--- config.mk ---
export PLATFORM = sky130hd
export DESIGN_NAME = inst_capture
export DESIGN_NICKNAME = d
export VERILOG_FILES = /design/src/rtl/inst_capture.sv
export SDC_FILE = /design/constraint.sdc
export NUM_CORES = 1
export LEC_CHECK = 0
export ABC_CLOCK_PERIOD_IN_PS = 2500
export BUFFER_PORTS_ARGS = -buffer_cell sky130_fd_sc_hd__buf_2
export CAP_MARGIN = 15
export CORE_MARGIN = 3
export CORE_UTILIZATION = 40
export DETAILED_ROUTE_END_ITERATION = 10
export SLEW_MARGIN = 20
export SYNTH_ARGS = -nofsm -noshare
export SYNTH_HDL_FRONTEND = slang
export SYNTH_SLANG_ARGS = --single-unit
--- constraint.sdc ---
create_clock -name clk -period 2.5 [get_ports clk]
set_input_delay 0.25 -clock clk [delete_from_list [all_inputs] [get_ports clk]]
set_output_delay 0.25 -clock clk [all_outputs]
set_load 0.02 [all_outputs]
--- src/rtl/inst_capture.sv ---
// inst_capture: front end of the nexys3 sequencer core.
// Synchronises btnS and the instruction switches, debounces btnS, and issues
// one single-cycle inst_vld per clean press with the switch word captured at
// the moment the press is accepted.
module inst_capture #(
    parameter int DEB_CYCLES = 1500000,
    parameter int CNT_W      = 21
) (
    input  logic       clk,
    input  logic       rst_n,
    input  logic       btnS,
    input  logic [7:0] sw,
    output logic       inst_vld,
    output logic [7:0] inst_wd,
    output logic [7:0] inst_cnt,
    output logic       btn_stable
);

    // Terminal count: the DEB_CYCLES-th consecutive cycle of a new level.
    localparam logic [CNT_W-1:0] CNT_LAST = CNT_W'(DEB_CYCLES - 1);
    localparam logic [CNT_W-1:0] CNT_ONE  = CNT_W'(1);

    typedef enum logic [1:0] {
        IDLE,
        PRESS_WAIT,
        HELD,
        RELEASE_WAIT
    } state_t;

    state_t           state;
    state_t           state_nxt;
    logic [CNT_W-1:0] cnt;
    logic [CNT_W-1:0] cnt_nxt;

    logic             b_m;
    logic             b_s;
    logic [7:0]       sw_m;
    logic [7:0]       sw_s;

    logic             vld_nxt;
    logic [7:0]       wd_nxt;
    logic [7:0]       icnt_nxt;
    logic             stable_nxt;

    // Two-flop synchronisers for the asynchronous button and switches.
    always_ff @(posedge clk or negedge rst_n) begin
        if (!rst_n) begin
            b_m  <= 1'b0;
            b_s  <= 1'b0;
            sw_m <= '0;
            sw_s <= '0;
        end else begin
            b_m  <= btnS;
            b_s  <= b_m;
            sw_m <= sw;
            sw_s <= sw_m;
        end
    end

    // State, debounce counter and registered outputs.
    always_ff @(posedge clk or negedge rst_n) begin
        if (!rst_n) begin
            state      <= IDLE;
            cnt        <= '0;
            inst_vld   <= 1'b0;
            inst_wd    <= '0;
            inst_cnt   <= '0;
            btn_stable <= 1'b0;
        end else begin
            state      <= state_nxt;
            cnt        <= cnt_nxt;
            inst_vld   <= vld_nxt;
            inst_wd    <= wd_nxt;
            inst_cnt   <= icnt_nxt;
            btn_stable <= stable_nxt;
        end
    end

    // Next-state logic: a level change is accepted only after DEB_CYCLES
    // consecutive cycles at the new level; any bounce restarts the wait.
    always_comb begin
        state_nxt  = state;
        cnt_nxt    = cnt;
        vld_nxt    = 1'b0;
        wd_nxt     = inst_wd;
        icnt_nxt   = inst_cnt;
        stable_nxt = btn_stable;

        unique case (state)
            IDLE: begin
                if (b_s) begin
                    state_nxt = PRESS_WAIT;
                    cnt_nxt   = CNT_ONE;
                end else begin
                    cnt_nxt   = '0;
                end
            end

            PRESS_WAIT: begin
                if (!b_s) begin
                    state_nxt = IDLE;
                    cnt_nxt   = '0;
                end else if (cnt == CNT_LAST) begin
                    state_nxt  = HELD;
                    cnt_nxt    = '0;
                    vld_nxt    = 1'b1;
                    wd_nxt     = sw_s;
                    icnt_nxt   = inst_cnt + 8'd1;
                    stable_nxt = 1'b1;
                end else begin
                    cnt_nxt = cnt + CNT_ONE;
                end
            end

            HELD: begin
                if (!b_s) begin
                    state_nxt = RELEASE_WAIT;
                    cnt_nxt   = CNT_ONE;
                end
            end

            RELEASE_WAIT: begin
                if (b_s) begin
                    state_nxt = HELD;
                    cnt_nxt   = '0;
                end else if (cnt == CNT_LAST) begin
                    state_nxt  = IDLE;
                    cnt_nxt    = '0;
                    stable_nxt = 1'b0;
                end else begin
                    cnt_nxt = cnt + CNT_ONE;
                end
            end

            default: begin
                state_nxt = IDLE;
                cnt_nxt   = '0;
            end
        endcase
    end

endmodule

---- Word level (Yosys, flattened, before mapping) ----
Index checks and enable logic that the tools add are counted.
operators by class
  add/subtract/negate cells ............... 2
  equality and inequality tests ........... 12
  mux-type cells .......................... 21
  reduce and logical (&&, ||, !) cells .... 5
operators with widths
  operator                 count
  $mux W21                 4
  $pmux W21 S4             1
  $add A21 B1 Y21 const B  1
  $eq A21 B21 Y1 const B   1
  $mux W2                  6
  $ne A2 B2 Y1 const B     6
  $add A8 B1 Y8 const B    1
  $mux W1                  8
  $pmux W2 S4              1
  $ne A3 B3 Y1 const B     2
  $reduce_and A5 Y1        1
  $eq A2 B2 Y1 const B     2
  $reduce_and A4 Y1        1
  $reduce_and A3 Y1        1
  $eq A2 B1 Y1 const B     1
  $logic_not A2 Y1         1
  $pmux W1 S2              1
  $reduce_bool A2 Y1       1
storage, ports and cells
  bits in registers ....................... 59
  input bits .............................. 11
  output and inout bits ................... 18
  logic and storage cells ................. 50

---- Longest topological paths before layout ----
Gate-level depths: netlist of the first run.
  depth in word-level cells ............... 4
  gate-level depth with buffers ........... 8
  gate-level depth less buffers ........... 6

---- Worst setup path after synthesis of the first run ----
Ideal clock, no wire load.
  kind .................................... flip-flop to flip-flop
  start ................................... reg cnt[5]
  end ..................................... reg inst_wd[1]
  setup time .............................. 0.125 ns
  arrival ................................. 2.006 ns
  required time ........................... 2.375 ns
  slack ................................... 0.369 ns
  stages on the path, launching flop included .. 7
  path buffers ............................ 2
  period minus slack after synthesis ...... 2.131 ns
  path through ............................ dfrtp_1 -> buf_6 -> or4_4 -> nor4_4 -> and4_1 -> buf_6 -> mux2_2
between the ends
  cells in the longest elaborated chain, start to end .. 2
RTL lines
  what                         line  text
  from (decl)                  32    logic [CNT_W-1:0] cnt;
  from (signal assigned)       71    cnt <= cnt_nxt;
  $eq A21 B21 Y1               103   end else if (cnt == CNT_LAST) begin
  $reduce_and A3 Y1 (no line)  n/a
  to (signal assigned)         73    inst_wd <= wd_nxt;
  to (decl)                    14    output logic [7:0] inst_wd,
No other way between the ends.
A chain may end at the register's enable or synchronous reset.

---- Worst setup path after layout of the first run ----
  start ................................... reg cnt[0]
  end ..................................... reg inst_cnt[5]
between the ends
  cells in the longest elaborated chain, start to end .. 2
RTL lines
  what                         line  text
  $eq A21 B21 Y1               103
  $reduce_and A3 Y1 (no line)  n/a
  to (signal assigned)         74    inst_cnt <= icnt_nxt;
  to (decl)                    15    output logic [7:0] inst_cnt,
No other way between the ends.

==> results of run 1 <==
-- per-layer routing --
| layer | GRT usage | vias up | wire length (µm) |
|---|---|---|---|
| met2 | 0.212 | 42 | 2070 |
| li1 | - | 859 | - |
| met4 | 0.0734 | 0 | 91 |
| met5 | 0 | - | 0 |
| met1 | 0.200 | 839 | 2300 |
| met3 | 0.0524 | 7 | 196 |
-- per-stage QoR --
stage	worst slack, ps	area (µm²)	hold WS (ps)	utilization
after floorplan	369	2500	-45.6	-
after global placement	279	2740	332	0.457
after detailed placement	264	2740	329	0.457
after CTS	243	3050	3.87	0.508
after global routing	43.4	3050	3.72	0.508
final	243	3050	23.1	0.508
-- layout make-up --
type,instances,area (µm²)
Timing Repair Buffer,42,278
Fill cell,530,2950
Tap cell,75,93.8
Multi-Input combinational cell,143,963
Clock inverter,6,88.8
Sequential cell,59,1480
Clock buffer,10,138
Inverter,2,7.51
-- placed cells by master, fill, tap and decap left out, types with 7 or more instances in the layout --
cell type,count
mux2_2,9
nand3_1,15
buf_2,28
nand2_1,18
nor2_1,8
dlygate4sd3_1,8
clkbuf_8,10
and3_1,8
o21ai_0,7
dfrtp_1,59
xnor2_1,8
a31oi_1,13
a21oi_1,12
-- critical path, stage by stage, from the launching register on --
cell and delay [ps]:
dfrtp_1 410, ha_1 210, nand3_1 220, nor4_4 500
nand4_2 240, or3_4 440, xnor2_2 130
-- cells by family after synthesis --
kind of cell             synth area share
AO/OA/AOI/OAI                      0.0971
XOR/XNOR                           0.0521
adder cells (fa/ha/maj)            0.0100
buffers and inverters              0.0255
flip-flops                          0.591
multiplexers                       0.0405
AND/OR/NAND/NOR                     0.184
-- sequential cells by signal (all words and copies together), names as in the netlist, named ones only --
register,count
cnt,21
sw_m,8
state,1
b_s,1
btn_stable,1
sw_s,8
inst_wd,8
inst_cnt,8
inst_vld,1
b_m,1
-- final timing paths --
path | endpoint | slack, ps | cells after the start
hold reg to reg | sw_s[6] | 350 | 0
min in group asynchronous | cnt[14] | 480 | 2
max in group asynchronous | inst_cnt[1] | 1420 | 3
hold / removal | sw_m[6] | 20 | 1
setup reg to reg | inst_cnt[5] | 240 | 6
setup / recovery | inst_cnt[5] | 240 | 6
-- where the power goes --
group	leakage, nW	switching [mW]	internal (mW)
Sequential	0.778	0.0174	0.980
Clock	0.108	0.386	0.587
Combinational	0.557	0.0390	0.0300
Total	1.44	0.443	1.60
-- synth_stat cells (all sizes together), types with 2 or more instances --
master | count | area share
a21oi | 13 | 0.026
a22o | 4 | 0.014
a31oi | 13 | 0.033
a41oi | 3 | 0.011
and2 | 2 | 0.0050
and3 | 8 | 0.020
and4 | 2 | 0.0070
buf | 5 | 0.015
clkbuf | 5 | 0.0075
dfrtp | 59 | 0.59
ha | 2 | 0.010
inv | 2 | 0.0030
mux2 | 9 | 0.041
nand2 | 18 | 0.027
nand2b | 5 | 0.013
nand3 | 15 | 0.030
nand3b | 2 | 0.0060
nand4 | 6 | 0.018
nor2 | 8 | 0.012
nor3 | 2 | 0.0040
nor4 | 4 | 0.022
o21ai | 7 | 0.014
xnor2 | 9 | 0.035
xor2 | 5 | 0.018
-- what timing repair did --
action                     4_1_cts  5_1_grt
hold buffers                     8        0
hold endpoints to repair        34        0
setup endpoints to repair        0        0
gates resized for setup          0        0
==> metrics.md, run 1 <==
| Metric | Value |
|---|---|
| Status | `finished clean` |
| Drt via density | `roughly 5.2` |
| Die width | `85.1 µm` |
| Crit path launch type | `flip-flop` |
| Die ar. | `7230 µm²` |
| Distinct cells, synth | `34` |
| RSZ-0062 raised after global routing | `false` |
| Port Buffer Count | `28` |
| Routed WL | `between 4000 and 5000 µm` |
| Worst Setup SP | `cnt[0]` |
| Site Rows | `28` |
| Skew-Pair Late Insertion Delay | `340 ps` |
| Pwr dens | `670 nW/µm²` |
| Area added between synthesis and finish | `21.8%` |
| Setup total negative slack | `0 ps` |
| Required @ worst endpoint | `2730 ps` |
| # Max-Cap Violations | `0` |
| DR DRC count | `0` |
| Final cell count without fillers | `around 340` |
| First-pass GRT wire length | `8310 µm` |
| Synth warn | `0` |
| Pre-antenna DRT Iters | `4` |
| Clk buf depth | `2` |
| Tmin final | `around 2300 ps` |
| 1st-iter DRT viols | `89` |
| Wire per inst | `13.8 µm` |
| Reg2reg start | `cnt[0]` |
| Register area share after synthesis | `0.591` |
| CTS tree | `built` |
| Layout Nets | `270` |
| Layout cells sized above 1 | `0.252` |
| Class of the worst hold path | `input port to flip-flop` |
| DR vias | `1,747` |
| Final Hold Viols | `0` |
| Total power | `between 2 and 2.5 mW` |
| Io pins | `29` |
| Final Skew | `approximately 5.5 ps` |
| Syn nets | `227` |
| Clock transition at path regs | `approximately 70 ps` |
| CP Capture Type | `flip-flop` |
| Crit Path Class | `flip-flop to flip-flop` |
| ANT nets after route | `0` |
| Avg Inst Size Synth | `around 12 µm²` |
| Pleak | `between 1 and 1.5 nW` |
| Final GP Congestion | `approximately 0.74` |
| N_diodes | `0` |
| Initial antenna violation count | `0` |
| CP Max Fanout | `6` |
| Post-synth EDFFs | `0` |
| Cell count after synthesis | `around 210` |
| Die Y | `~85 µm` |
| Largest net degree at the start of global routing | `33` |
| Root Buffer | `clkbuf_8` |
| Pins Over Slew Limit | `0` |
| Worst hold start | `sw[6]` |
| # setup viols final | `0` |
| WP data arrival | `approximately 2500 ps` |
| Worst-Margin Slew | `672 ps` |
| Post-synth ARST share | `1.00` |
| Vias in the first global route | `around 1,700` |
| Core ar. | `between 5000 and 6000 µm²` |
| FF+latch count, synth | `59` |
| All-Layer GR Usage | `0.148` |
| Main synth FF type | `dfrtp_1` |
| Initial core utilization | `0.417` |
| Clock sink total | `slightly below 60` |
| Max-slew headroom | `0.552` |
| Buffer count from post-CTS setup fixing | `0` |
| TritonCTS Buffers | `9` |
| H-tree depth | `3` |
| Mapped Area | `between 2000 and 2500 µm²` |
| Grt ovf | `0` |
| Final period util | `0.903` |
| DP Cell Count | `313` |
| Peak VDD IR | `0.000404 V` |
| DP Wirelength | `3020 µm` |
| Max Clk Rate | `around 0.44 GHz` |
No activity file was read; power rests on OpenSTA's default activity.
==> run 2: changes to the inputs <==
--- a/config.mk
+++ b/config.mk
@@ -8,8 +8,9 @@
 export ABC_CLOCK_PERIOD_IN_PS = 2500
 export BUFFER_PORTS_ARGS = -buffer_cell sky130_fd_sc_hd__buf_2
 export CAP_MARGIN = 15
-export CORE_MARGIN = 3
+export CORE_MARGIN = 1.5
 export CORE_UTILIZATION = 40
+export CTS_BUF_LIST = sky130_fd_sc_hd__clkbuf_16
 export DETAILED_ROUTE_END_ITERATION = 10
 export SLEW_MARGIN = 20
 export SYNTH_ARGS = -nofsm -noshare
==> run 2 against run 1 <==
Register-to-register slack better by 40 ps. Via count down 0.74%. Final cell count down 2.1%. Combinational power down 12%. Count of clock-buffer cells in the layout down 1. First-iteration DRC count up 36%. Critical path type unchanged. Flip-flop and latch count unchanged.
==> metrics.md, run 2 (same netlist as run 1, synthesis figures left out) <==
| Metric | Value |
|---|---|
| Status | `finished clean (unchanged)` |
| N_diodes | `0 (unchanged)` |
| Io pins | `29 (unchanged)` |
| Design Area, Final | `3090 µm² (was 3050 µm²)` |
| Largest net degree at the start of global routing | `60 (was 33)` |
| CP Max Fanout | `6 (unchanged)` |
| Max-slew headroom | `0.634 (was 0.552)` |
| Final Util | `0.516 (was 0.508)` |
| Most flops, register | `cnt (unchanged)` |
| Worst Setup SP | `cnt[10] (was cnt[0])` |
| Pre-CTS setup slack | `280 ps (was 264 ps)` |
| CP Capture Type | `flip-flop (unchanged)` |
| Peak VDD IR | `0.000628 V (was 0.000404 V)` |
| Reg2reg start | `cnt[10] (was cnt[0])` |
| WP data arrival | `2420 ps (was 2480 ps)` |
| Worst-Margin Slew | `547 ps (was 672 ps)` |
| Clock transition at path regs | `50 ps (was 70 ps)` |
| Crit path launch type | `flip-flop (unchanged)` |
| Final GP Congestion | `0.778 (was 0.738)` |
| Port Buffer Count | `28 (unchanged)` |
| Total power | `2.44 mW (was 2.04 mW)` |
| Pwr dens | `791 nW/µm² (was 670 nW/µm²)` |
| ANT nets after route | `0 (unchanged)` |
| Root Buffer | `clkbuf_16 (was clkbuf_8)` |
| Pre-antenna DRT Iters | `4 (unchanged)` |
| Crit Path Class | `flip-flop to flip-flop (unchanged)` |
| Die width | `82.1 µm (was 85.1 µm)` |
| Max Clk Rate | `0.452 GHz (was 0.443 GHz)` |
| Commonest non-fill, non-tap cell in the layout | `dfrtp_1 (unchanged)` |
| First-pass GRT wire length | `7770 µm (was 8310 µm)` |
| DP Cell Count | `313 (unchanged)` |
| PnR worst setup slack | `286 ps (was 243 ps)` |
| DP Wirelength | `2940 µm (was 3020 µm)` |
| TritonCTS Buffers | `9 (unchanged)` |
| DR vias | `1,734 (was 1,747)` |
| Worst hold start | `sw[3] (was sw[6])` |
| DR DRC count | `0 (unchanged)` |
| Max reg flops | `21 (unchanged)` |
| Die ar. | `6730 µm² (was 7230 µm²)` |
| Required @ worst endpoint | `2710 ps (was 2730 ps)` |
| RSZ-0062 raised after global routing | `false (unchanged)` |
| # setup viols final | `0 (unchanged)` |
| Pleak | `1.46 nW (was 1.44 nW)` |
| Initial core utilization | `0.417 (unchanged)` |
| Drt via density | `5.25 (was 5.18)` |
| Final Hold Viols | `0 (unchanged)` |
| Grt ovf | `0 (unchanged)` |
| Layout Nets | `263 (was 270)` |
| Routed WL | `4440 µm (was 4660 µm)` |
| Clk buf depth | `2 (unchanged)` |
| Fill cells | `531 (was 530)` |
| Clock sink total | `59 (unchanged)` |
| Vias in the first global route | `1,617 (was 1,746)` |
| Final cell count without fillers | `330 (was 337)` |
| Die Y | `82.1 µm (was 85.1 µm)` |
| Layout cells sized above 1 | `0.255 (was 0.252)` |
| All-Layer GR Usage | `0.161 (was 0.148)` |
| Final Skew | `6.80 ps (was 5.46 ps)` |
| Hold slack | `29.9 ps (was 23.1 ps)` |
| Site Rows | `28 (unchanged)` |
| Tmin final | `2210 ps (was 2260 ps)` |
| H-tree depth | `3 (unchanged)` |
| # Max-Cap Violations | `0 (unchanged)` |
| Area added between synthesis and finish | `23.6% (was 21.8%)` |
| Wire per inst | `13.4 µm (was 13.8 µm)` |
| Core ar. | `5990 µm² (unchanged)` |
| Pins Over Slew Limit | `0 (unchanged)` |
| Final period util | `0.886 (was 0.903)` |
| Skew-Pair Late Insertion Delay | `320 ps (was 340 ps)` |
| Initial antenna violation count | `0 (unchanged)` |
| 1st-iter DRT viols | `121 (was 89)` |
| Area after DPL | `2740 µm² (unchanged)` |
| CTS tree | `built (unchanged)` |
| Commonest cells after routing, fill and taps aside | `59 x dfrtp_1, 28 x buf_2, 18 x nand2_1 (unchanged)` |
| Setup total negative slack | `0 ps (unchanged)` |
| Class of the worst hold path | `input port to flip-flop (unchanged)` |
==> run 2: cell count changes in the layout (fill, tap and decap cells not counted) <==
cell	before	now
clkbuf_8	10	0
clkbuf_16	0	9
dlygate4sd3_1	8	1
bufinv_16	2	3
clkinv_1	0	1
clkinv_2	1	0
clkinv_4	1	0
clkinvlp_4	2	3
==> run 2: critical path, cell delays in order, from the launching register on <==
cell     delay (ps)
dfrtp_1         420
or4_4           560
nor4_4          300
nand4_2         230
or3_4           450
xnor2_2         130
==> run 2: repair_timing <==
| action | CTS | global route |
|---|---|---|
| setup buffers | 0 | 0 |
| gates resized for setup | 0 | 0 |
| hold buffers | 1 | 0 |
| setup endpoints to repair | 0 | 0 |
| endpoints found under the hold margin | 59 | 0 |
==> run 2: power by group <==
| part | total [mW] | internal (mW) | switching, mW |
|---|---|---|---|
| logic | 0.0610 | 0.0232 | 0.0379 |
| clock network | 1.38 | 0.968 | 0.415 |
| registers | 1.00 | 0.982 | 0.0182 |
==> run 2: path summary, 6_finish.rpt <==
check / end / slack [ps] / cells past startpoint
max: inst_cnt[5] / 290 / 5
min: sw_m[3] / 30 / 1
max reg2reg: inst_cnt[5] / 290 / 5
min reg2reg: sw_s[0] / 350 / 0
max in group asynchronous: cnt[8] / 1780 / 3
min in group asynchronous: sw_m[2] / 470 / 3
==> run 2: final cells by class <==
cell class / count / area (µm²) / area share
flip-flops and latches: 59 / 1480 / 0.478
clock inverters: 7 / 116 / 0.0377
well taps: 75 / 93.8 / 0.0304
clock buffers: 9 / 225 / 0.0729
repair buffers: 35 / 208 / 0.0672
inverters: 2 / 7.51 / 0.00243
multi-input cells: 143 / 963 / 0.312
==> run 2: routing by layer <==
metal,up-vias,track usage,wire (µm)
met2,33,0.228,1970
met5,-,0,0
li1,853,-,-
met3,5,0.0733,189
met1,843,0.213,2220
met4,0,0.0661,59
==> run 3: changes to the inputs <==
--- a/config.mk
+++ b/config.mk
@@ -12,6 +12,7 @@
 export CORE_UTILIZATION = 40
 export CTS_BUF_LIST = sky130_fd_sc_hd__clkbuf_16
 export DETAILED_ROUTE_END_ITERATION = 10
+export PLACE_DENSITY_LB_ADDON = 0.3
 export SLEW_MARGIN = 20
 export SYNTH_ARGS = -nofsm -noshare
 export SYNTH_HDL_FRONTEND = slang
==> run 3 against run 2 <==
Non-clock buffer count down 1. Clock skew down 1.6 ps. Sequential power about the same. Clock power shrank 16%. Final cell count is 0.61% lower. Worst setup slack worse by 67 ps. Power down 9.4%. Via count decreased by 0.40%. Largest cell class unchanged. Largest power group unchanged.
==> metrics.md, run 3 (same netlist as run 1, synthesis figures left out) <==
| Metric | Value |
|---|---|
| Status | `finished clean (unchanged)` |
| Port Buffer Count | `28 (unchanged)` |
| First-pass GRT wire length | `8160 µm (was 7770 µm)` |
| Max Clk Rate | `0.438 GHz (was 0.452 GHz)` |
| Max-slew headroom | `0.522 (was 0.634)` |
| CP Max Fanout | `6 (unchanged)` |
| Root Buffer | `clkbuf_16 (unchanged)` |
| CP Capture Type | `flip-flop (unchanged)` |
| Clk buf depth | `2 (unchanged)` |
| Commonest non-fill, non-tap cell in the layout | `dfrtp_1 (unchanged)` |
| Initial antenna violation count | `0 (unchanged)` |
| Die ar. | `6730 µm² (unchanged)` |
| CTS tree | `built (unchanged)` |
| Highest metal used | `met4 (unchanged)` |
| Most flops, register | `cnt (unchanged)` |
| Io pins | `29 (unchanged)` |
| Peak VDD IR | `0.000554 V (was 0.000628 V)` |
| Grt ovf | `0 (unchanged)` |
| Crit path launch type | `flip-flop (unchanged)` |
| Final cell count without fillers | `328 (was 330)` |
| Max reg flops | `21 (unchanged)` |
| Class of the worst hold path | `input port to flip-flop (unchanged)` |
| Met2 WL post-DR | `2160 µm (was 1970 µm)` |
| Clock sink total | `59 (unchanged)` |
| Clock transition at path regs | `50 ps (about the same)` |
| DP Cell Count | `313 (unchanged)` |
| Final GP Congestion | `0.781 (was 0.778)` |
| # setup viols final | `0 (unchanged)` |
| Total power | `2.21 mW (was 2.44 mW)` |
| Area after DPL | `2730 µm² (was 2740 µm²)` |
| Final Hold Viols | `0 (unchanged)` |
| Hold buffers post-CTS | `0 (was 1)` |
| Fill cells | `538 (was 531)` |
| ANT nets after route | `0 (unchanged)` |
| Pre-antenna DRT Iters | `4 (unchanged)` |
| Routed WL | `4630 µm (was 4440 µm)` |
| Skew-Pair Late Insertion Delay | `320 ps (about the same)` |
| Die width | `82.1 µm (unchanged)` |
| Final period util | `0.912 (was 0.886)` |
| Initial core utilization | `0.417 (unchanged)` |
| DR DRC count | `0 (unchanged)` |
| Worst path cell trace | `ha_1, nand3_1, nor4_4, nand4_2, or3_4, xnor2_2 (was or4_4, nor4_4, nand4_2, or3_4, xnor2_2)` |
| Critical-path top delay cell | `nor4_4 (was or4_4)` |
| Pins Over Slew Limit | `0 (unchanged)` |
| Crit path largest cell delay | `520 ps (was 560 ps)` |
| TritonCTS Buffers | `9 (unchanged)` |
| All-Layer GR Usage | `0.169 (was 0.161)` |
| H-tree depth | `3 (unchanged)` |
| Drt via density | `5.27 (was 5.25)` |
| PnR worst setup slack | `219 ps (was 286 ps)` |
| Commonest cells after routing, fill and taps aside | `59 x dfrtp_1, 28 x buf_2, 18 x nand2_1 (unchanged)` |
| Met3 WL post-DR | `244 µm (was 189 µm)` |
| CTS resizes | `0 (unchanged)` |
| Setup total negative slack | `0 ps (unchanged)` |
| WP data arrival | `2490 ps (was 2420 ps)` |
| RSZ-0062 raised after global routing | `false (unchanged)` |
| Pre-CTS setup slack | `214 ps (was 280 ps)` |
| Layout cells sized above 1 | `0.249 (was 0.255)` |
| Pleak | `1.44 nW (was 1.46 nW)` |
| Largest net degree at the start of global routing | `60 (unchanged)` |
| # Max-Cap Violations | `0 (unchanged)` |
| Core ar. | `5990 µm² (unchanged)` |
| Tmin final | `2280 ps (was 2210 ps)` |
| 1st-iter DRT viols | `108 (was 121)` |
| Layout Nets | `262 (was 263)` |
| Final Skew | `5.23 ps (was 6.80 ps)` |
| Die Y | `82.1 µm (unchanged)` |
| Pwr dens | `735 nW/µm² (was 791 nW/µm²)` |
| Crit Path Class | `flip-flop to flip-flop (unchanged)` |
| Site Rows | `28 (unchanged)` |
| Vias in the first global route | `1,692 (was 1,617)` |
| Worst-Margin Slew | `717 ps (was 547 ps)` |
| M1 WL | `2160 µm (was 2220 µm)` |
| Required @ worst endpoint | `2710 ps (about the same)` |
| Wire per inst | `14.1 µm (was 13.4 µm)` |
| DR vias | `1,727 (was 1,734)` |
| Design Area, Final | `3010 µm² (was 3090 µm²)` |
| Buffer count from post-CTS setup fixing | `0 (unchanged)` |
| DP Wirelength | `3000 µm (was 2940 µm)` |
| Area added between synthesis and finish | `20.4% (was 23.6%)` |
| N_diodes | `0 (unchanged)` |
-- run 3: path summary, 6_finish.rpt --
kind	start	endpoint	slack [ps]	depth (start not counted)
worst max-delay path	cnt[0]	inst_cnt[5]	220	6
worst min-delay path	btnS	b_m	30	1
worst max register to register	cnt[0]	inst_cnt[5]	220	6
worst min register to register	sw_m[5]	sw_s[5]	340	0
max in group asynchronous	rst_n	inst_cnt[3]	1950	2
min in group asynchronous	rst_n	sw_m[4]	50	2
-- run 3: final cells by class --
type	count	area (µm²)	area share
tap	75	93.8	0.0312
multi-input combinational	143	963	0.320
clock buffer	9	225	0.0748
sequential	59	1480	0.490
clock inverter	6	58.8	0.0195
inverter	2	7.51	0.00249
timing repair buffer	34	185	0.0615
-- run 3: per-layer routing --
layer,up-vias,track usage
li1,847,-
met5,-,0
met1,833,0.209
met3,6,0.0778
met4,0,0.0644
met2,41,0.255
-- run 3: report_power, final --
part           total (mW)  internal, mW  switching, mW
logic              0.0560        0.0197         0.0363
clock network        1.16         0.756          0.401
registers            1.00         0.982         0.0180
total                2.21          1.76          0.456
-- run 3: metrics by stage --
stage | hold WS (ps) | utilization
floorplan | -45.6 | -
global placement | 332 | 0.455
detailed placement | 335 | 0.455
CTS | 16.0 | 0.503
global route | 9.52 | 0.503
finish | 29.8 | 0.503
-- run 3: worst max-delay path, delay by kind of cell, from the launching register on --
kind	cells	cell delay, ps
XOR/XNOR	1	130
adder cells (fa/ha/maj)	1	200
flip-flops	1	400
AND/OR/NAND/NOR	4	1430
